### src/rtl/hi_read_rx_xcorr_multi.sv
// hi_read_rx_xcorr_multi: I/Q square-wave correlator over the ADC stream at a selectable subcarrier,
// scaled and saturated per window and serialised as two signed words over SSP.
module hi_read_rx_xcorr_multi #(
    parameter int ADC_W        = 8,
    parameter int OUT_W        = 8,
    parameter int WIN_LOG2     = 6,
    parameter int HYST_TIMEOUT = 4095
) (
    input  logic             ck_1356meg,
    input  logic             reset_n,
    input  logic [ADC_W-1:0] adc_d,
    input  logic [1:0]       subcarrier_sel,
    input  logic [1:0]       gain,
    input  logic             snoop,
    output logic [OUT_W-1:0] corr_i,
    output logic [OUT_W-1:0] corr_q,
    output logic             corr_valid,
    output logic             ssp_clk,
    output logic             ssp_frame,
    output logic             ssp_din,
    output logic             dbg
);
    localparam int ACC_W      = ADC_W + WIN_LOG2 + 1;
    localparam int BASE_SHIFT = ACC_W - OUT_W;
    localparam int SH_W       = $clog2(ACC_W + 1);
    localparam int LR_W       = $clog2(HYST_TIMEOUT + 1);
    localparam int SR_W       = 2 * OUT_W;
    localparam logic signed [ACC_W-1:0] SAT_HI = ACC_W'(2 ** (OUT_W - 1) - 1);
    localparam logic signed [ACC_W-1:0] SAT_LO = ~SAT_HI;
    localparam logic [WIN_LOG2-1:0] MID   = WIN_LOG2'(2 ** (WIN_LOG2 - 1));
    localparam logic [WIN_LOG2-3:0] WORD2 = (WIN_LOG2 - 2)'(OUT_W);

    logic [WIN_LOG2-1:0]     cnt_q, cnt_d;
    logic [1:0]              sel_q, sel_d, gain_q, gain_d;
    logic                    snoop_q, snoop_d;
    logic signed [ACC_W-1:0] acci_q, acci_d, accq_q, accq_d;
    logic [OUT_W-1:0]        corr_i_q, corr_i_d, corr_q_q, corr_q_d;
    logic                    valid_q, valid_d;
    logic [SR_W-1:0]         sr_q, sr_d;
    logic                    sclk_q, sclk_d, frame_q, frame_d;
    logic                    h_q, h_d, h_mid_q, h_mid_d, h_prev_q, h_prev_d;
    logic [LR_W-1:0]         lr_q, lr_d;
    logic                    wrap, ph_i, ph_lo, sub_q, all1, all0, tmo;
    logic signed [ACC_W-1:0] smp;
    logic [SH_W-1:0]         sh;

    function automatic logic [OUT_W-1:0] scale(input logic signed [ACC_W-1:0] a, input logic [SH_W-1:0] n);
        logic signed [ACC_W-1:0] s;
        s = a >>> n;
        return s > SAT_HI ? SAT_HI[OUT_W-1:0] : s < SAT_LO ? SAT_LO[OUT_W-1:0] : s[OUT_W-1:0];
    endfunction

    always_comb begin
        wrap     = cnt_q == '0;
        ph_i     = sel_q == 2'b01 ? cnt_q[4] : sel_q == 2'b10 ? cnt_q[5] : cnt_q[3];
        ph_lo    = sel_q == 2'b01 ? cnt_q[3] : sel_q == 2'b10 ? cnt_q[4] : cnt_q[2];
        sub_q    = ph_i ^ ph_lo;
        smp      = {{(ACC_W - ADC_W){1'b0}}, adc_d};
        sh       = SH_W'(BASE_SHIFT) - SH_W'(gain_q);
        cnt_d    = cnt_q + WIN_LOG2'(1);
        sel_d    = wrap ? subcarrier_sel : sel_q;
        gain_d   = wrap ? gain : gain_q;
        snoop_d  = wrap ? snoop : snoop_q;
        acci_d   = wrap ? smp : ph_i ? acci_q - smp : acci_q + smp;
        accq_d   = wrap ? smp : sub_q ? accq_q - smp : accq_q + smp;
        // The completed window is scaled with the gain/snoop it was captured with.
        corr_i_d = wrap ? scale(acci_q, sh) : corr_i_q;
        corr_q_d = wrap ? scale(accq_q, sh) : corr_q_q;
        valid_d  = wrap;
        sr_d     = wrap ? (snoop_q ? {corr_i_d[OUT_W-1:1], h_prev_q, corr_q_d[OUT_W-1:1], h_mid_q}
                                   : {corr_i_d, corr_q_d})
                 : cnt_q[1:0] == 2'b00 ? {sr_q[SR_W-2:0], 1'b0} : sr_q;
        sclk_d   = cnt_q[1:0] == 2'b00 ? 1'b1 : cnt_q[1:0] == 2'b10 ? 1'b0 : sclk_q;
        frame_d  = cnt_q[WIN_LOG2-1:2] == '0 || cnt_q[WIN_LOG2-1:2] == WORD2;
        all1     = &adc_d;
        all0     = ~|adc_d;
        tmo      = lr_q == LR_W'(HYST_TIMEOUT);
        // Low-run counter only advances while h is low, so a timeout always means h was low.
        h_d      = all1 | tmo | (h_q & ~all0);
        lr_d     = (h_q | tmo) ? '0 : lr_q + LR_W'(1);
        h_mid_d  = cnt_q == MID ? h_q : h_mid_q;
        h_prev_d = wrap ? h_q : h_prev_q;
    end

    always_ff @(posedge ck_1356meg) begin
        if (!reset_n) begin
            cnt_q    <= '0;
            sel_q    <= 2'b00;
            gain_q   <= 2'b00;
            snoop_q  <= 1'b0;
            acci_q   <= '0;
            accq_q   <= '0;
            corr_i_q <= '0;
            corr_q_q <= '0;
            valid_q  <= 1'b0;
            sr_q     <= '0;
            sclk_q   <= 1'b0;
            frame_q  <= 1'b0;
            h_q      <= 1'b1;
            h_mid_q  <= 1'b0;
            h_prev_q <= 1'b0;
            lr_q     <= '0;
        end else begin
            cnt_q    <= cnt_d;
            sel_q    <= sel_d;
            gain_q   <= gain_d;
            snoop_q  <= snoop_d;
            acci_q   <= acci_d;
            accq_q   <= accq_d;
            corr_i_q <= corr_i_d;
            corr_q_q <= corr_q_d;
            valid_q  <= valid_d;
            sr_q     <= sr_d;
            sclk_q   <= sclk_d;
            frame_q  <= frame_d;
            h_q      <= h_d;
            h_mid_q  <= h_mid_d;
            h_prev_q <= h_prev_d;
            lr_q     <= lr_d;
        end
    end

    assign corr_i     = corr_i_q;
    assign corr_q     = corr_q_q;
    assign corr_valid = valid_q;
    assign ssp_clk    = sclk_q;
    assign ssp_frame  = frame_q;
    assign ssp_din    = sr_q[SR_W-1];
    assign dbg        = ph_i;
endmodule

### config.mk
export PLATFORM = sky130hd
export DESIGN_NAME = hi_read_rx_xcorr_multi
export DESIGN_NICKNAME = d
export VERILOG_FILES = /design/src/rtl/hi_read_rx_xcorr_multi.sv
export SDC_FILE = /design/constraint.sdc
export NUM_CORES = 1
export LEC_CHECK = 0
export ABC_AREA = 1
export BUFFER_PORTS_ARGS = -buffer_cell sky130_fd_sc_hd__buf_2
export CAP_MARGIN = 20
export CORE_ASPECT_RATIO = 0.5
export CORE_UTILIZATION = 35
export DETAILED_ROUTE_END_ITERATION = 10
export HOLD_SLACK_MARGIN = 0.15
export SLEW_MARGIN = 40
export SYNTH_ARGS = -nofsm -noshare
export SYNTH_HDL_FRONTEND = slang
export SYNTH_SLANG_ARGS = --single-unit
### constraint.sdc
create_clock -name ck_1356meg -period 7 [get_ports ck_1356meg]
set_clock_uncertainty 0.05 [all_clocks]
set_input_delay 0.7 -clock ck_1356meg [delete_from_list [all_inputs] [get_ports ck_1356meg]]
set_output_delay 0.7 -clock ck_1356meg [all_outputs]
set_load 0.1 [all_outputs]
**Word level (Yosys, flattened, before mapping)**

Index checks and enable logic that the tools add are counted.

- Input bits: 15
- Output and inout bits: 21
- Bits in registers: 91
- Logic and storage cells: 72

- Multiplexer cells: 19
- Equality and inequality tests: 6
- Shift-type cells: 2
- Reduce and logical (&&, ||, !) cells: 10
- $add $sub $neg: 7
- $lt $le $gt $ge: 4
- Bitwise logic cells: 6

Operator list:

| operator | number |
|---|---|
| two-way mux 8 bit | 8 |
| two-way mux 16 bit | 2 |
| adder 15 x 9 -> 15 bit | 2 |
| greater-than comparator 15 x 8 -> 1 bit (second input constant) | 2 |
| less-than comparator 15 x 8 -> 1 bit (second input constant) | 2 |
| two-way mux 15 bit | 2 |
| >>> shifter 15 x 4 -> 15 bit | 2 |
| subtractor 15 x 9 -> 15 bit | 2 |
| adder 12 x 1 -> 12 bit (second input constant) | 1 |
| equality test 12 bit (second input constant) | 1 |
| two-way mux 9 bit | 1 |
| AND reduction 8 bit | 1 |
| OR reduction 8 bit | 1 |
| adder 6 x 1 -> 6 bit (second input constant) | 1 |
| equality test 6 bit (second input constant) | 1 |
| logical NOT 6 bit | 1 |
| two-way mux 1 bit | 6 |
| equality test 2 bit (second input constant) | 2 |
| equality test 4 bit (second input constant) | 1 |
| logical NOT 4 bit | 1 |
| nonzero test 2 bit | 2 |
| OR reduction 2 bit | 2 |
| subtractor 3 x 2 -> 4 bit (first input constant) | 1 |
| OR 1 bit | 3 |
| other kinds (6) | 6 |

**Longest topological paths before layout**

Gate-level depths: netlist of run 1.

- Depth after elaboration: 8
- Gate-level depth with buffers: 23

**Worst setup path before layout of run 1**

Ideal clock, no wire load.

- Path kind: register -> register
- Start point: register sel_q[1]
- End point: register accq_q[8]
- Setup time: 0.120 ns
- Arrival: 3.206 ns
- Data required time: 6.830 ns
- Stages on the path, launching flop included: 20
- Setup slack: 3.624 ns
- Cells stage by stage: dfxtp_1 > inv_1 > nand2_1 > nand2_1 > nor2_1 > nor2_2 > inv_1 > nand2_1 > nand2_2 > buf_2 > o21ai_0 > ha_1 > a21oi_1 > o21ai_0 > nor2_1 > nor2_1 > o21ai_0 > nand2_1 > nand2_1 > a21oi_1

- Longest elaborated chain between the ends: 5
- Elaborated cells between the ends (all ways): 8
- Those cells by class: eq/ne (2); mux (5); bitwise (1)

RTL lines:

| item | line | text |
|---|---|---|
| from (decl) | 34 | `logic [1:0] sel_q, sel_d, gain_q, gain_d;` |
| from (signal assigned) | 105 | `sel_q <= sel_d;` |
| equality test 2 bit | 55 | `ph_i = sel_q == 2'b01 ? cnt_q[4] : sel_q == 2'b10 ? cnt_q[5] : cnt_q[3];` |
| two-way mux 1 bit | 55 |  |
| two-way mux 1 bit (*) | 55 |  |
| named net dbg | 21 | `output logic dbg` |
| bitwise XOR 1 bit (*) | 57 | `sub_q = ph_i ^ ph_lo;` |
| two-way mux 15 bit (*) | 65 | `accq_d = wrap ? smp : sub_q ? accq_q - smp : accq_q + smp;` |
| to (signal assigned) | 109 | `accq_q <= accq_d;` |
| to (decl) | 36 | `logic signed [ACC_W-1:0] acci_q, acci_d, accq_q, accq_d;` |

The timed path passes the listed nets; every way through them passes the cells marked *.
A chain may end at the register's enable or synchronous reset.

**Worst setup path after layout of run 1**

- Start point: register cnt_q[0]
- End point: register accq_q[3]

- Longest elaborated chain between the ends: 2

RTL lines:

| item | line | text |
|---|---|---|
| from (decl) | 33 | `logic [WIN_LOG2-1:0] cnt_q, cnt_d;` |
| from (signal assigned) | 104 | `cnt_q <= cnt_d;` |
| logical NOT 6 bit | 54 | `wrap = cnt_q == '0;` |
| two-way mux 8 bit | 65 |  |

No other way between the ends.

==> results of run 1 <==
flip-flops by register name, summed over array words and instances, names as in the netlist, 2 cells and up:
register and cells:
corr_q 8, sel_q 2, acci_q 15, lr_q 12, gain_q 2, sr_q 16
corr_i 8, accq_q 15, cnt_q 6
synthesized netlist by cell type (all sizes together) (3+ instances only):
library cell / number
clkbuf: 11
o22ai: 14
dfxtp: 91
o211ai: 5
a31oi: 6
o21ai: 94
mux2i: 3
o32ai: 3
nand3b: 3
nor2: 72
inv: 92
a21boi: 4
nor3b: 3
a31o: 3
nand2: 195
nor3: 9
nand4: 15
ha: 34
a21o: 6
xor2: 13
nand3: 42
a21oi: 73
buf: 15
routing by layer:
layer	wire length (um)	up-vias
li1	-	2788
met1	7310	2395
met2	5830	101
met3	686	10
met4	101	0
met5	0	-
report_power, final:
group | switching, mW | total [mW] | internal (mW)
Sequential | 0.0594 | 0.656 | 0.596
Combinational | 0.613 | 0.866 | 0.253
Clock | 0.223 | 0.480 | 0.257
final cells by class:
class / count / area share
Sequential cell: 91 / 0.295
Antenna cell: 2 / 0.000811
Clock inverter: 5 / 0.00730
Clock buffer: 11 / 0.0393
Multi-Input combinational cell: 607 / 0.530
Tap cell: 204 / 0.0414
Timing Repair Buffer: 36 / 0.0296
Inverter: 93 / 0.0566
worst paths after layout:
kind         slack (ns)  startpoint        end
max                3.07    cnt_q[0]  accq_q[3]
max reg2reg        3.07    cnt_q[0]  accq_q[3]
min                0.40    cnt_q[0]   cnt_q[0]
min reg2reg        0.40    cnt_q[0]   cnt_q[0]
logic make-up (layout without fill, tap and decap cells):
| kind of cell | after synthesis | after routing |
|---|---|---|
| AND/OR/NAND/NOR | 342 | 342 |
| AO/OA/AOI/OAI | 212 | 212 |
| buffers and inverters | 119 | 145 |
| flip-flops | 91 | 91 |
| adder cells (fa/ha/maj) | 36 | 36 |
| XOR/XNOR | 14 | 14 |
| multiplexers | 3 | 3 |
| other | 0 | 2 |
critical path: cells and delay by family, from the launching register on:
kind            cells  cell delay, ns
buf+inv             3            1.05
compound gates      2            0.36
flops               1            0.33
fa+ha+maj           1            0.53
simple gates        3            1.46
==> impl_metrics.tcl, run 1 <==
set metrics [dict create \
    ys.flop_type "dfxtp_1" \
    synth_mux_area_frac 0.00538 \
    start_util 0.360 \
    mostFrequentLayoutCell "nand2_1" \
    antenna_found_initial 1 \
    synth-seq-cells 91 \
    max_slew_margin 0.474 \
    place_congestion 0.881 \
    crit_fanout 30 \
    synth_top_cell_area_share 0.327 \
    start_kind "flop" \
    area_growth_pct 10.7 \
    total_power_mw 2.00 \
    htreeDepth 3 \
    syn_nets 868 \
    final_util 0.398 \
    via_per_inst 5.05 \
    clk_pin_slew_ns 0.07 \
    placed_area_um2 5880 \
    wirelength_um 13900 \
    end_kind "flop" \
    path_cells "inv_1, ha_1, inv_2, nor2_2, nand3_2, nand2_2, clkinv_1, o21ai_0, o22ai_1" \
    grt_pass1_wl_um 23900 \
    crit_arrival_ns 4.09 \
    cts_post_setup_buffers_inserted 0 \
    total_leakage_power_nw 2.84 \
    synthAdderAreaFrac 0.0835 \
    ant_nets 0 \
    grt_pass1_vias 4991 \
    synth_simple_gate_area_frac 0.263 \
    hpwlAfterDp_um 10600 \
    syn_avg_cell_area_um2 6.83 \
    gr-usage-all-layers 0.177 \
    clockRootBuffer "clkbuf_16" \
    synth_compound_area_frac 0.212 \
    cts_resized 0 \
    worst_slew_pin_slew_ns 0.789 \
    pre_cts_slack_ns 3.08 \
    clockBufferDepth 2 \
    async_flop_share 0 \
    grt_max_degree 31 \
    seq_area_um2 1820 \
    setup_slack_ns 3.07 \
    seq_area_frac_synth 0.327 \
    dieArea_um2 16500 \
    rsz0062_at_grt "false" \
    routedWlPerCell_um 13.3 \
    cp_slowest_cell "nand2_2" \
    violations "design-rule violations" \
    layout_common_cells "nand2_1 (192), dfxtp_1 (91), inv_1 (89)" \
    fmax_ghz 0.255 \
    crit_type "reg2reg" \
    drive_above_1_share 0.0866 \
    status "finished with violations" \
    netlist_area_um2 5580 \
    via_count 5294 \
    clk_latency_ns 0.35 \
    setup_violations 0 \
    cellPowerDensity_nw_per_um2 324 \
    drcViolationCount 4 \
    yosysTopAreaCell "dfxtp_1" \
    cp.required_ns 7.16 \
    synth-edff-count 0 \
    cts_buffers 9 \
    vdd_ir_drop_max_uv 143 \
    slew_viol_final 0 \
    post-route-period-util 0.561 \
    layout.nets 889 \
    io_pins 36 \
    clock-sinks 91 \
    slowest_delay_ns 0.75 \
    use_met2 0.283 \
    holdPathStages 1 \
    num-fill-cells 1638 \
    synthTopCellsByArea "dfxtp_1 (33%), nand2_1 (13%), o21ai_0 (7.7%), ha_1 (7.6%), a21oi_1 (6.4%)" \
    grt_remaining_overflow 0 \
    synth_top_family_by_area "simple AND/OR/NAND/NOR gates" \
    die_h_um 91.3 \
    met1_usage 0.246 \
    final_cells 1049 \
    drv_cap 0 \
    placementRows 32 \
    dr.pass1.iters 8 \
    hold_viol_final 0 \
    synth_cell_types 40 \
    final_cell_area_um2 6170 \
    yosys_warnings 0 \
    core_area_um2 15500 \
    die_w_um 181 \
    whs_ns 0.403 \
    cts_tree "yes" \
    tns_ns 0 \
    cts_hold_buf 0 \
    drtIter0Drc 325 \
    use_met3 0.0397 \
    min_path_type "reg2reg" \
    busiest_layer "met2" \
    io_buffers 35 \
    placedCellCount 1031 \
    synth_xor_area_frac 0.0220 \
    synthCells 817 \
    r2r_cells 9 \
    multiInputGateArea_um2 3270 \
    fin_crit_ns 3.93 \
]
No activity file was read; power rests on OpenSTA's default activity.
==> inputs of run 2 (changes only) <==
- clock period: 7 -> 4 ns (I/O delays scaled with it)
==> run 2 against run 1 <==
Effect of this change: the flow still finishes with violations (design-rule violations); cell area up 0.34%; via count up 0.53%; largest cell class unchanged; hold slack got worse by 0.20 ns; highest routed layer unchanged; critical endpoint is now accq_q[9].
==> impl_metrics.tcl, run 2 (same netlist as run 1, synthesis figures left out) <==
set metrics [dict create \
    io_buffers 35 \
    violations "design-rule violations" \
    cts_hold_buf 0 \
    vdd_ir_drop_max_uv 279 \
    clockBufferDepth 2 \
    crit_type "reg2reg" \
    placementRows 32 \
    rr_endpoint "accq_q[9]" \
    crit_arrival_ns 3.49 \
    min_from "subcarrier_sel[0]" \
    r2r_start "sel_q[0]" \
    wirelength_um 14100 \
    drive_above_1_share 0.0888 \
    worst_slew_pin_slew_ns 0.758 \
    layout_common_cells "nand2_1 (193), dfxtp_1 (90), inv_1 (88)" \
    largest-register "sr_q" \
    max_slew_margin 0.492 \
    dr.pass1.iters 10 \
    clockRootBuffer "clkbuf_16" \
    total_leakage_power_nw 2.85 \
    setup_violations 0 \
    crit_fanout 19 \
    cts_buffers 9 \
    layout.nets 891 \
    placed_area_um2 5890 \
    antenna_found_initial 1 \
    via_count 5322 \
    start_kind "flop" \
    use_met3 0.0405 \
    status "finished with violations" \
    clk_pin_slew_ns 0.07 \
    drcViolationCount 1 \
    cts_post_setup_buffers_inserted 0 \
    final_cell_area_um2 6190 \
    diodes 0 \
    rsz0062_at_grt "false" \
    drv_cap 0 \
    min_path_type "in2reg" \
    hold_viol_final 0 \
    grt_max_degree 29 \
    gr-usage-all-layers 0.175 \
    htreeDepth 3 \
    start_util 0.360 \
    fin_crit_ns 3.26 \
    met1_usage 0.255 \
    mostFrequentLayoutCell "nand2_1" \
    crit_start "sel_q[0]" \
    hpwlAfterDp_um 10700 \
    rrSetupSlack_ns 0.74 \
    via_per_inst 5.07 \
    use_met2 0.255 \
    whs_ns 0.200 \
    place_congestion 0.916 \
    core_area_um2 15500 \
    clock-sinks 91 \
    tns_ns 0 \
    cts_tree "yes" \
    grt_pass1_wl_um 23300 \
    dieArea_um2 16500 \
    grt_remaining_overflow 0 \
    holdPathStages 3 \
    area_growth_pct 11.0 \
    cellPowerDensity_nw_per_um2 574 \
    cp.required_ns 4.23 \
    ant_nets 0 \
    io_pins 36 \
    busiest_layer "met2" \
    grt_pass1_vias 4688 \
    die_w_um 181 \
    hold_end "sel_q[0]" \
    die_h_um 91.3 \
    post-route-period-util 0.814 \
    slew_viol_final 0 \
    fmax_ghz 0.307 \
    end_kind "flop" \
    r2r_cells 22 \
    drtIter0Drc 357 \
    clk_latency_ns 0.35 \
    largest_reg_flops 16 \
    cts_resized 0 \
    top_regs "sr_q: 16 flops, acci_q: 15 flops, accq_q: 15 flops" \
    routedWlPerCell_um 13.4 \
]
## run 2: worst max path at each step
stage                endpoint  slack [ns]  cells past startpoint
detailed placement  accq_q[9]        0.78                     22
floorplan           accq_q[8]        0.62                     19
finish              accq_q[9]        0.74                     22
global placement    accq_q[9]        0.86                     22
global route        accq_q[9]        0.36                     21
CTS                 accq_q[9]        0.75                     22
## run 2: critical path, cell delays in order (launching register included)
cell and delay, ns:
dfxtp_1 0.37, inv_1 0.07, nand2_1 0.07, nand2_1 0.07, nor2_1 0.12, nor2_2 0.07
inv_1 0.08, nand2_1 0.07, nand2_2 0.27, inv_1 0.10, o21ai_0 0.32, inv_1 0.08
ha_1 0.28, nand3b_1 0.06, nand2_1 0.13, inv_1 0.07, nor2_1 0.08, nor2_1 0.06
o21ai_0 0.38, nand2_1 0.16, nand2_1 0.09, nand2_1 0.05, a21oi_1 0.10
## run 2: metal layers
metal / vias to the layer above / share of wire
li1: 2786 / -
met1: 2402 / 0.53
met2: 120 / 0.40
met3: 14 / 0.057
met4: 0 / 0.0098
met5: - / 0
## run 2: final cells by class
class | count | area (um^2)
clock buffer | 10 | 229
clock inverter | 6 | 71.3
fill | 1617 | 9300
inverter | 93 | 349
multi-input combinational | 607 | 3270
sequential | 91 | 1820
tap | 204 | 255
timing repair buffer | 38 | 198
## run 2: where the power goes
part           internal [mW]  switching (mW)  total [mW]  leakage (nW)
Combinational          0.446            1.08        1.53          1.96
Sequential              1.04           0.104        1.15         0.747
Clock                  0.493           0.387       0.880         0.145
## run 2: metrics by stage
step	power [mW]	util	worst slack, ns	cells
2_1_floorplan	2.36	-	0.624	817
3_3_place_gp	2.67	0.380	0.856	1033
3_5_place_dp	2.68	0.380	0.782	1033
4_1_cts	3.57	0.400	0.753	1049
5_1_grt	3.81	0.400	0.364	1049
6_report	3.56	0.400	0.745	1049
